--- src/rtl/serial_pattern_gen.sv ---
// Serializes a parallel pattern word MSB-first onto dout, one bit per BIT_CYCLES clocks,
// with a start/busy/done handshake and a hold input that stretches the current bit.
module serial_pattern_gen #(
   parameter int WIDTH      = 18,
   parameter int BIT_CYCLES = 1
) (
   input  logic             clk,
   input  logic             rst,
   input  logic             start,
   input  logic [WIDTH-1:0] data_in,
   input  logic             hold,
   output logic             dout,
   output logic             dout_valid,
   output logic             busy,
   output logic             done
);

   localparam int BW = $clog2(WIDTH);
   localparam int CW = (BIT_CYCLES > 1) ? $clog2(BIT_CYCLES) : 1;
   localparam logic [BW-1:0] LAST_BIT = BW'(WIDTH - 1);
   localparam logic [CW-1:0] LAST_CYC = CW'(BIT_CYCLES - 1);

   typedef enum logic [1:0] {
      S_IDLE  = 2'd0,
      S_SHIFT = 2'd1,
      S_DONE  = 2'd2
   } state_t;

   state_t           state_q, state_d;
   // The MSB goes straight to dout on load, so only the remaining WIDTH-1 bits are kept.
   logic [WIDTH-2:0] rem_q, rem_d;
   logic [BW-1:0]    bit_q, bit_d;
   logic [CW-1:0]    cyc_q, cyc_d;
   logic             dout_q, dout_d;
   logic             valid_q, valid_d;
   logic             busy_q, busy_d;
   logic             done_q, done_d;

   always_ff @(posedge clk or posedge rst) begin
      if (rst) begin
         state_q <= S_IDLE;
         rem_q   <= '0;
         bit_q   <= '0;
         cyc_q   <= '0;
         dout_q  <= 1'b0;
         valid_q <= 1'b0;
         busy_q  <= 1'b0;
         done_q  <= 1'b0;
      end else begin
         state_q <= state_d;
         rem_q   <= rem_d;
         bit_q   <= bit_d;
         cyc_q   <= cyc_d;
         dout_q  <= dout_d;
         valid_q <= valid_d;
         busy_q  <= busy_d;
         done_q  <= done_d;
      end
   end

   always_comb begin
      state_d = state_q;
      rem_d   = rem_q;
      bit_d   = bit_q;
      cyc_d   = cyc_q;
      dout_d  = dout_q;
      valid_d = valid_q;
      busy_d  = busy_q;
      done_d  = done_q;
      case (state_q)
         S_IDLE: begin
            if (start) begin
               state_d = S_SHIFT;
               rem_d   = data_in[WIDTH-2:0];
               dout_d  = data_in[WIDTH-1];
               valid_d = 1'b1;
               busy_d  = 1'b1;
               bit_d   = '0;
               cyc_d   = '0;
            end
         end
         S_SHIFT: begin
            if (!hold) begin
               if (cyc_q == LAST_CYC) begin
                  cyc_d = '0;
                  if (bit_q == LAST_BIT) begin
                     state_d = S_DONE;
                     bit_d   = '0;
                     dout_d  = 1'b0;
                     valid_d = 1'b0;
                     done_d  = 1'b1;
                  end else begin
                     bit_d  = bit_q + 1'b1;
                     dout_d = rem_q[WIDTH-2];
                     rem_d  = rem_q << 1;
                  end
               end else begin
                  cyc_d = cyc_q + 1'b1;
               end
            end
         end
         S_DONE: begin
            state_d = S_IDLE;
            done_d  = 1'b0;
            busy_d  = 1'b0;
         end
         default: state_d = S_IDLE;
      endcase
   end

   assign dout       = dout_q;
   assign dout_valid = valid_q;
   assign busy       = busy_q;
   assign done       = done_q;

endmodule

--- config.mk ---
export PLATFORM = sky130hd
export DESIGN_NAME = serial_pattern_gen
export DESIGN_NICKNAME = d
export VERILOG_FILES = /design/src/rtl/serial_pattern_gen.sv
export SDC_FILE = /design/constraint.sdc
export NUM_CORES = 1
export LEC_CHECK = 0
export ABC_AREA = 1
export BUFFER_PORTS_ARGS = -buffer_cell sky130_fd_sc_hd__buf_2
export CORE_ASPECT_RATIO = 1.75
export CORE_MARGIN = 5
export CORE_UTILIZATION = 49
export CTS_CLUSTER_SIZE = 8
export DETAILED_ROUTE_END_ITERATION = 16
export PLACE_DENSITY = 0.74
export SETUP_SLACK_MARGIN = 0.05
export SLEW_MARGIN = 5
export SYNTH_ARGS = -nofsm -noshare
export SYNTH_HDL_FRONTEND = slang
export SYNTH_SLANG_ARGS = --single-unit
--- constraint.sdc ---
create_clock -name clk -period 1.3 [get_ports clk]
set_input_delay 0 -clock clk [delete_from_list [all_inputs] [get_ports clk]]
set_output_delay 0 -clock clk [all_outputs]
set_load 0.01 [all_outputs]
==> results of run 1 <==
[cell usage after synthesis]
cell type / instances
nand2_1: 123
dfrtp_1: 28
inv_1: 10
nand3_1: 7
inv_2: 4
nor2_1: 4
o21ai_0: 4
buf_2: 3
buf_6: 3
nand3b_1: 3
nand4_1: 3
nor2_4: 3
a21oi_1: 2
ha_1: 2
nand2_4: 1
nand3_2: 1
or2_2: 1
[worst paths after layout]
kind | startpoint | end | slack (ps) | cells after the start
worst min register to register | rem_q[7]$_DFFE_PP0P_ | rem_q[7]$_DFFE_PP0P_ | 480 | 2
worst max register to register | bit_q[1]$_DFFE_PP0P_ | rem_q[15]$_DFFE_PP0P_ | -10 | 10
max in group asynchronous | rst | rem_q[13]$_DFFE_PP0P_ | 690 | 4
min in group asynchronous | rst | rem_q[0]$_DFFE_PP0P_ | 350 | 4
worst max-delay path | bit_q[1]$_DFFE_PP0P_ | rem_q[15]$_DFFE_PP0P_ | -10 | 10
worst min-delay path | data_in[14] | rem_q[14]$_DFFE_PP0P_ | 20 | 5
[metal layers]
layer	vias up	routed length, um
li1	697	-
met1	619	1300
met2	24	1710
met3	2	112
met4	0	31
met5	-	0
[registers in the layout, summed over array words and instances (netlist names)]
signal and flops:
dout_valid 1, done 1, rem_q 17, dout 1, bit_q 5, state_q 2
busy 1
[cell families after synthesis]
family,after synthesis,share of synthesized area [%]
fa+ha+maj,2,1.70
compound gates,6,2.04
buf+inv,20,6.89
simple gates,146,41.8
flops,28,47.6
[cell type report]
type                       count  area [sq um]
fill                         269          1050
multi-input combinational    154           707
inverter                      14          55.1
clock buffer                   3          41.3
tap                           28          35.0
timing repair buffer          45           303
sequential                    28           701
[critical path, stage by stage (launching register included)]
cell	delay, ps
dfrtp_1	390
inv_1	50
ha_1	130
nand2_1	50
inv_1	60
nand2_2	70
nor2_4	140
nor2_4	60
buf_12	140
nand2_1	50
nand2_1	50
[where the power goes]
group	switching, uW	internal, uW	total (uW)
clock	259	208	467
sequential	188	1210	1400
combinational	1110	792	1900
total	1560	2210	3760
[repair_timing]
action	4_1_cts	5_1_grt
hold endpoints to repair	30	0
endpoints found under the setup margin	22	27
hold buffers	3	0
buffers inserted	2	17
pin swaps	3	1
gates resized for setup	6	9
[metrics by stage]
stage / power (uW) / area [sq um] / worst slack (ps) / setup TNS [ps] / std cells
2_1_floorplan: 2660 / 1470 / -29.6 / -296 / 202
5_1_grt: 4130 / 1840 / -117 / -1940 / 272
3_5_place_dp: 3190 / 1710 / -65.1 / -983 / 264
6_report: 3760 / 1840 / -10.6 / -82.7 / 272
3_3_place_gp: 3160 / 1710 / -28.5 / -271 / 264
4_1_cts: 3730 / 1810 / -13.5 / -117 / 271
==> results_dict.tcl, run 1 <==
set metrics [dict create \
    cts_root_buffer "clkbuf_8" \
    wirelength_um 3160 \
    fin_util_pct 63.6 \
    grt_use_met3_pct 2.33 \
    top_usage_layer "met2" \
    pin_count 26 \
    synth.area.top_cells "dfrtp_1, nand2_1, inv_1" \
    synth_top_area_share_pct 47.6 \
    first_pass_iters 4 \
    yosysWarnings 0 \
    synth_cell_types 17 \
    htree_levels 1 \
    mostFrequentLayoutCell "nand2_1" \
    layout_common_cells "nand2_1, dfrtp_1, buf_2, buf_4, inv_1" \
    max_freq_ghz 0.763 \
    die_area_sq_um 4240 \
    cts_tree "yes" \
    ys_ff_latch 28 \
    core_area_sq_um 2900 \
    globalRouteTotalUtil_pct 17.1 \
    grt.overflow.total 0 \
    nets 270 \
    drt_iter0_markers 41 \
    areaGrowthSynthToFinish_pct 25.2 \
    drc_errors 0 \
    power_density_nw_per_um2 2040 \
    die_w_um 51.4 \
    finalCritPeriodShare_pct 101 \
    grt_max_degree 29 \
    met1_usage_pct 19.3 \
    ant_nets 0 \
    synth_area_sq_um 1470 \
    startpoint_type "flip-flop" \
    die_h_um 82.5 \
    dp_hpwl_um 2210 \
    min_path_type "in2reg" \
    num_vias 1342 \
    layout_min_cycle_time_ps 1310 \
    setup_ws_ps -10.6 \
    hold_ws_ps 15.9 \
    setup_violations 13 \
    grt_antenna_before_repair 0 \
    wire_per_inst_um 11.6 \
    worstMarginPinSlew_ps 358 \
    syn_inst 202 \
    cts_sinks 28 \
    grt_pass1_vias 1318 \
    avgSynthCellArea_sq_um 7.28 \
    grt_pass1_wl_um 5530 \
    clkTransAtPathRegs_ps 90 \
    cts_made_buffers 3 \
    status "finished, violations left" \
    insertion_delay_ps 270 \
    cap_violations 0 \
    p_leak_uw 0.00106 \
    portBuffers 25 \
    critical_path_class "reg2reg" \
    viasPerCell 4.93 \
    grtUsageMet2_pct 32.1 \
    cp.arrival_ps 1480 \
    syn_nets 226 \
    cts_buffer_depth 2 \
    rsz0062_at_grt "yes" \
    violations "negative setup slack" \
    ir_drop_mv 1.25 \
    cp.required_ps 1460 \
    critPathMaxFanout 16 \
    slew_headroom_pct 76.2 \
    yosysTopAreaCell "dfrtp_1" \
    n_antenna_cell 0 \
    fin_skew_ps 6.31 \
    drive_gt1_share_pct 25.8 \
    hold_viol_final 0 \
    worstSetupEndpointType "flip-flop" \
    place_congestion 0.790 \
    slew_viol_final 0 \
    initial_core_util_pct 50.8 \
    yosysSeqAreaShare_pct 47.6 \
    rows 26 \
]
(Power assumes the default switching activity.)
==> inputs of run 2 (changes only) <==
--- a/config.mk
+++ b/config.mk
@@ -7,7 +7,7 @@
 export LEC_CHECK = 0
 export ABC_AREA = 1
 export BUFFER_PORTS_ARGS = -buffer_cell sky130_fd_sc_hd__buf_2
-export CORE_ASPECT_RATIO = 1.75
+export CORE_ASPECT_RATIO = 1.25
 export CORE_MARGIN = 5
 export CORE_UTILIZATION = 49
 export CTS_CLUSTER_SIZE = 8
==> run 2 against run 1 <==
Effect of this change: the run still ends with negative setup slack left; via count is 8.1% higher; count of clock-buffer cells in the layout unchanged; flip-flop and latch count did not move; cell count grew 11%; cell area rose by 14%; sequential power about the same; setup slack worse by 11 ps; die area down 0.86%; routed wire length up 13%; utilization rose by 8.1 points; critical endpoint is now rem_q[5]$_DFFE_PP0P_; largest power group unchanged; highest routed layer unchanged.
==> results_dict.tcl, run 2 (synthesis gave the netlist of run 1 again) <==
set metrics [dict create \
    wire_per_inst_um 11.8 \
    critical_path_class "reg2reg" \
    areaGrowthSynthToFinish_pct 42.2 \
    grt_pass1_vias 1389 \
    placed_area_sq_um 1720 \
    rsz0062_at_grt "yes" \
    cap_violations 0 \
    critPathMaxFanout 16 \
    ant_nets 0 \
    mostFrequentLayoutCell "nand2_1" \
    max_freq_ghz 0.757 \
    startpoint_type "flip-flop" \
    clkTransAtPathRegs_ps 150 \
    place_congestion 0.761 \
    ir_drop_mv 1.18 \
    cts_sinks 28 \
    die_h_um 71.3 \
    core_area_sq_um 2920 \
    rows 22 \
    largest_register_ffs 17 \
    fin_area_sq_um 2090 \
    die_w_um 59.0 \
    pin_count 26 \
    hold_viol_final 0 \
    worstMarginPinSlew_ps 351 \
    dp_hpwl_um 2150 \
    layout_min_cycle_time_ps 1320 \
    min_path_type "in2async" \
    cts_tree "yes" \
    status "finished, violations left" \
    total_power_uw 4110 \
    initial_core_util_pct 50.4 \
    cp.arrival_ps 1570 \
    globalRouteTotalUtil_pct 17.7 \
    regArea_sq_um 701 \
    fin_skew_ps 4.75 \
    slew_viol_final 0 \
    insertion_delay_ps 330 \
    drc_errors 0 \
    largest-register "rem_q" \
    nFillCells 234 \
    finalCritPeriodShare_pct 102 \
    p_leak_uw 0.00117 \
    cts_made_buffers 3 \
    first_pass_iters 4 \
    drt_iter0_markers 42 \
    num_vias 1451 \
    nets 292 \
    slew_headroom_pct 76.6 \
    viasPerCell 4.79 \
    grt_max_degree 29 \
    setup_violations 12 \
    worstSetupEndpointType "flip-flop" \
    power_density_nw_per_um2 1970 \
    setup_ws_ps -21.3 \
    cts_buffer_depth 2 \
    grt_pass1_wl_um 5860 \
    cts_root_buffer "clkbuf_4" \
    die_area_sq_um 4210 \
    grt.overflow.total 0 \
    drive_gt1_share_pct 26.2 \
    top_regs "rem_q (17), bit_q (5), state_q (2)" \
    cp.required_ps 1540 \
    n_antenna_cell 0 \
    multi_input_area_sq_um 721 \
    htree_levels 1 \
    layout_common_cells "nand2_1, dfrtp_1, buf_2, dlygate4sd3_1, buf_4" \
    wirelength_um 3560 \
    portBuffers 25 \
    grt_antenna_before_repair 0 \
    violations "negative setup slack" \
]
-- run 2: cell count changes in the layout (fill, tap and decap cells not counted), moves of 2 or more --
cell,previous run,this run
buf_6,2,4
dlygate4sd3_1,3,21
nand2_1,120,116
clkbuf_4,0,3
clkbuf_8,3,0
nand2_2,3,7
o21ai_1,2,4
-- run 2: repair_timing --
| item | in CTS | in global routing |
|---|---|---|
| hold endpoints to repair | 49 | 0 |
| hold buffers | 21 | 0 |
| setup buffers | 2 | 2 |
| resized for setup | 14 | 9 |
| pin swaps | 4 | 2 |
| endpoints found under the setup margin | 24 | 26 |
| cloned | 1 | 1 |
-- run 2: per-stage QoR --
step           utilization (%)  TNS, ps  hold WS (ps)  worst slack, ps  instances
6_report                  71.7    -97.0           251            -21.3        303
5_1_grt                   71.7    -2090           276             -122        303
4_1_cts                   70.1     -125           258            -24.5        300
3_5_place_dp              59.0     -430          80.6            -37.8        272
3_3_place_gp              59.0     -125          80.0            -16.5        272
2_1_floorplan                -     -296          65.4            -29.6        202
-- run 2: path summary, 6_finish.rpt --
kind | depth (start not counted) | start | slack (ps) | to
worst min register to register | 2 | rem_q[6]$_DFFE_PP0P_ | 490 | rem_q[6]$_DFFE_PP0P_
max in group asynchronous | 4 | rst | 790 | rem_q[11]$_DFFE_PP0P_
worst min-delay path | 4 | rst | 250 | bit_q[2]$_DFFE_PP0P_
worst max-delay path | 10 | bit_q[1]$_DFFE_PP0P_ | -20 | rem_q[5]$_DFFE_PP0P_
min in group clk | 4 | data_in[0] | 450 | rem_q[0]$_DFFE_PP0P_
worst max register to register | 10 | bit_q[1]$_DFFE_PP0P_ | -20 | rem_q[5]$_DFFE_PP0P_
-- run 2: where the power goes --
part           internal [uW]  switching [uW]
logic                    940            1200
clock network            312             265
registers               1200             185
-- run 2: area by class of cell --
| class | instances | share of cell area (%) |
|---|---|---|
| multi-input cells | 155 | 34.4 |
| flip-flops and latches | 28 | 33.5 |
| repair buffers | 66 | 24.5 |
| inverters | 14 | 2.87 |
| well taps | 36 | 2.15 |
| clock inverters | 1 | 1.44 |
| clock buffers | 3 | 1.08 |
-- run 2: layer usage --
| layer | GRT usage, % | wire, um | part of all wire, % | up-vias |
|---|---|---|---|---|
| met4 | 5.79 | 80 | 2.2 | 0 |
| met2 | 31.2 | 1900 | 53 | 25 |
| met3 | 2.16 | 110 | 3.1 | 8 |
| met1 | 22.0 | 1480 | 41 | 673 |
| met5 | 0 | 0 | 0 | - |
| li1 | - | - | - | 745 |
-- run 2: critical path: stages, from the launching register on --
cell and delay [ps]:
dfrtp_1 400, inv_1 60, ha_1 140, nand2_1 50
inv_1 60, nand2_2 60, nor2_4 140, nor2_4 60
buf_12 140, nand2_1 60, nand2_1 60
==> inputs of run 3 (changes only) <==
--- a/config.mk
+++ b/config.mk
@@ -9,10 +9,10 @@
 export BUFFER_PORTS_ARGS = -buffer_cell sky130_fd_sc_hd__buf_2
 export CORE_ASPECT_RATIO = 1.25
 export CORE_MARGIN = 5
-export CORE_UTILIZATION = 49
+export CORE_UTILIZATION = 47
 export CTS_CLUSTER_SIZE = 8
 export DETAILED_ROUTE_END_ITERATION = 16
-export PLACE_DENSITY = 0.74
+export PLACE_DENSITY = 0.72
 export SETUP_SLACK_MARGIN = 0.05
 export SLEW_MARGIN = 5
 export SYNTH_ARGS = -nofsm -noshare
==> run 3 against run 2 <==
Effect of this change: the run still ends with negative setup slack left; global-route usage decreased by 0.35 points; register-to-register slack about the same; first-iteration DRC count decreased by 12%; critical path type unchanged.
==> results_dict.tcl, run 3 (synthesis gave the netlist of run 1 again) <==
set metrics [dict create \
    cp.required_ps 1540 \
    globalRouteTotalUtil_pct 17.4 \
    first_pass_iters 4 \
    grt.overflow.total 0 \
    placed_area_sq_um 1720 \
    cp.arrival_ps 1550 \
    insertion_delay_ps 330 \
    slew_headroom_pct 75.5 \
    fin_area_sq_um 2060 \
    worstSetupEndpointType "flip-flop" \
    cts_root_buffer "clkbuf_4" \
    drc_errors 0 \
    rsz0062_at_grt "yes" \
    cts_tree "yes" \
    hold_viol_final 0 \
    place_congestion 0.811 \
    drive_gt1_share_pct 24.8 \
    fin_skew_ps 3.55 \
    top_regs "rem_q (17), bit_q (5), state_q (2)" \
    path_common_cell "nand2_1" \
    wire_per_inst_um 12.0 \
    rows 22 \
    num_vias 1428 \
    cts_buffer_depth 2 \
    finalCritPeriodShare_pct 101 \
    cap_violations 0 \
    initial_core_util_pct 49.5 \
    power_density_nw_per_um2 1890 \
    slew_viol_final 0 \
    n_antenna_cell 0 \
    max_freq_ghz 0.762 \
    cpPeakStageDelay_ps 440 \
    min_path_type "in2async" \
    clkTransAtPathRegs_ps 150 \
    areaGrowthSynthToFinish_pct 40.0 \
    slowest_stage "dfrtp_1" \
    cts_sinks 28 \
    setup_violations 13 \
    htree_levels 1 \
    grt_antenna_before_repair 0 \
    crit_chain "ha_1, nand2_1, inv_1, nand2_2, nor2_4, inv_2, nand2_4, nand2_1, nand2_1" \
    mostFrequentLayoutCell "nand2_1" \
    ir_drop_mv 1.18 \
    total_power_uw 3890 \
    ant_nets 0 \
    startpoint_type "flip-flop" \
    wirelength_um 3620 \
    status "finished, violations left" \
    pin_count 26 \
    worstMarginPinSlew_ps 367 \
    layout_min_cycle_time_ps 1310 \
    core_area_sq_um 2970 \
    largest-register "rem_q" \
    drt_iter0_markers 37 \
    nFillCells 247 \
    grt_max_degree 29 \
    cts_made_buffers 3 \
    r2r_cells 9 \
    layout_common_cells "nand2_1, dfrtp_1, buf_2, dlygate4sd3_1, buf_4" \
    critPathMaxFanout 8 \
    die_area_sq_um 4360 \
    grt_pass1_vias 1369 \
    portBuffers 25 \
    dp_hpwl_um 2130 \
    die_h_um 72.6 \
    die_w_um 60.0 \
    grt_pass1_wl_um 5920 \
    largest_register_ffs 17 \
    nets 291 \
    p_leak_uw 0.00115 \
    violations "negative setup slack" \
    critical_path_class "reg2reg" \
    viasPerCell 4.73 \
    setup_ws_ps -12.5 \
]
[run 3: metal layers]
layer | routed length, um | part of all wire (%) | global-route usage, %
met1 | 1570 | 43 | 22.2
met2 | 1930 | 53 | 30.9
met3 | 97 | 2.7 | 2.31
met4 | 18 | 0.50 | 2.96
met5 | 0 | 0 | 0
[run 3: power breakdown]
group          total [uW]  internal (uW)  switching, uW
registers            1390           1200            185
logic                2060            897           1170
clock network         434            171            262
total                3890           2270           1610
[run 3: path summary, 6_finish.rpt]
path / start / endpoint / slack, ps
setup / recovery: bit_q[0]$_DFFE_PP0P_ / rem_q[3]$_DFFE_PP0P_ / -10
hold / removal: rst / rem_q[7]$_DFFE_PP0P_ / 250
setup reg to reg: bit_q[0]$_DFFE_PP0P_ / rem_q[3]$_DFFE_PP0P_ / -10
hold reg to reg: dout_valid$_DFFE_PP0P_ / dout_valid$_DFFE_PP0P_ / 480
max in group asynchronous: rst / bit_q[2]$_DFFE_PP0P_ / 780
min in group clk: data_in[0] / rem_q[0]$_DFFE_PP0P_ / 430
[run 3: final cells by class]
class	instances	area, sq um	area share (%)
Multi-Input combinational cell	155	714	34.7
Sequential cell	28	701	34.0
Timing Repair Buffer	65	505	24.5
Inverter	14	57.6	2.79
Tap cell	36	45.0	2.19
Clock buffer	4	36.3	1.76
[run 3: critical path, delay by kind of cell, from the launching register on]
family	cells	cell delay, ps
AND/OR/NAND/NOR	6	430
adder cells (fa/ha/maj)	1	200
flip-flops	1	440
buffers and inverters	2	170
[run 3: repair_timing]
action	CTS	global route
buffers inserted	3	1
pin swaps	3	0
hold endpoints to repair	49	0
endpoints found under the setup margin	24	27
resized for setup	8	11
gates cloned	0	2
hold buffers	21	0
[run 3: per-stage QoR]
stage / hold WS, ps / worst slack, ps / setup TNS, ps / std cells / util [%]
after floorplan: 65.4 / -29.6 / -296 / 202 / -
after global placement: 78.8 / -62.7 / -905 / 272 / 57.9
after detailed placement: 84.1 / -62.9 / -751 / 272 / 57.9
after CTS: 262 / -13.8 / -33.7 / 299 / 67.4
after global routing: 295 / -135 / -2550 / 302 / 69.3
final: 251 / -12.5 / -83.7 / 302 / 69.3
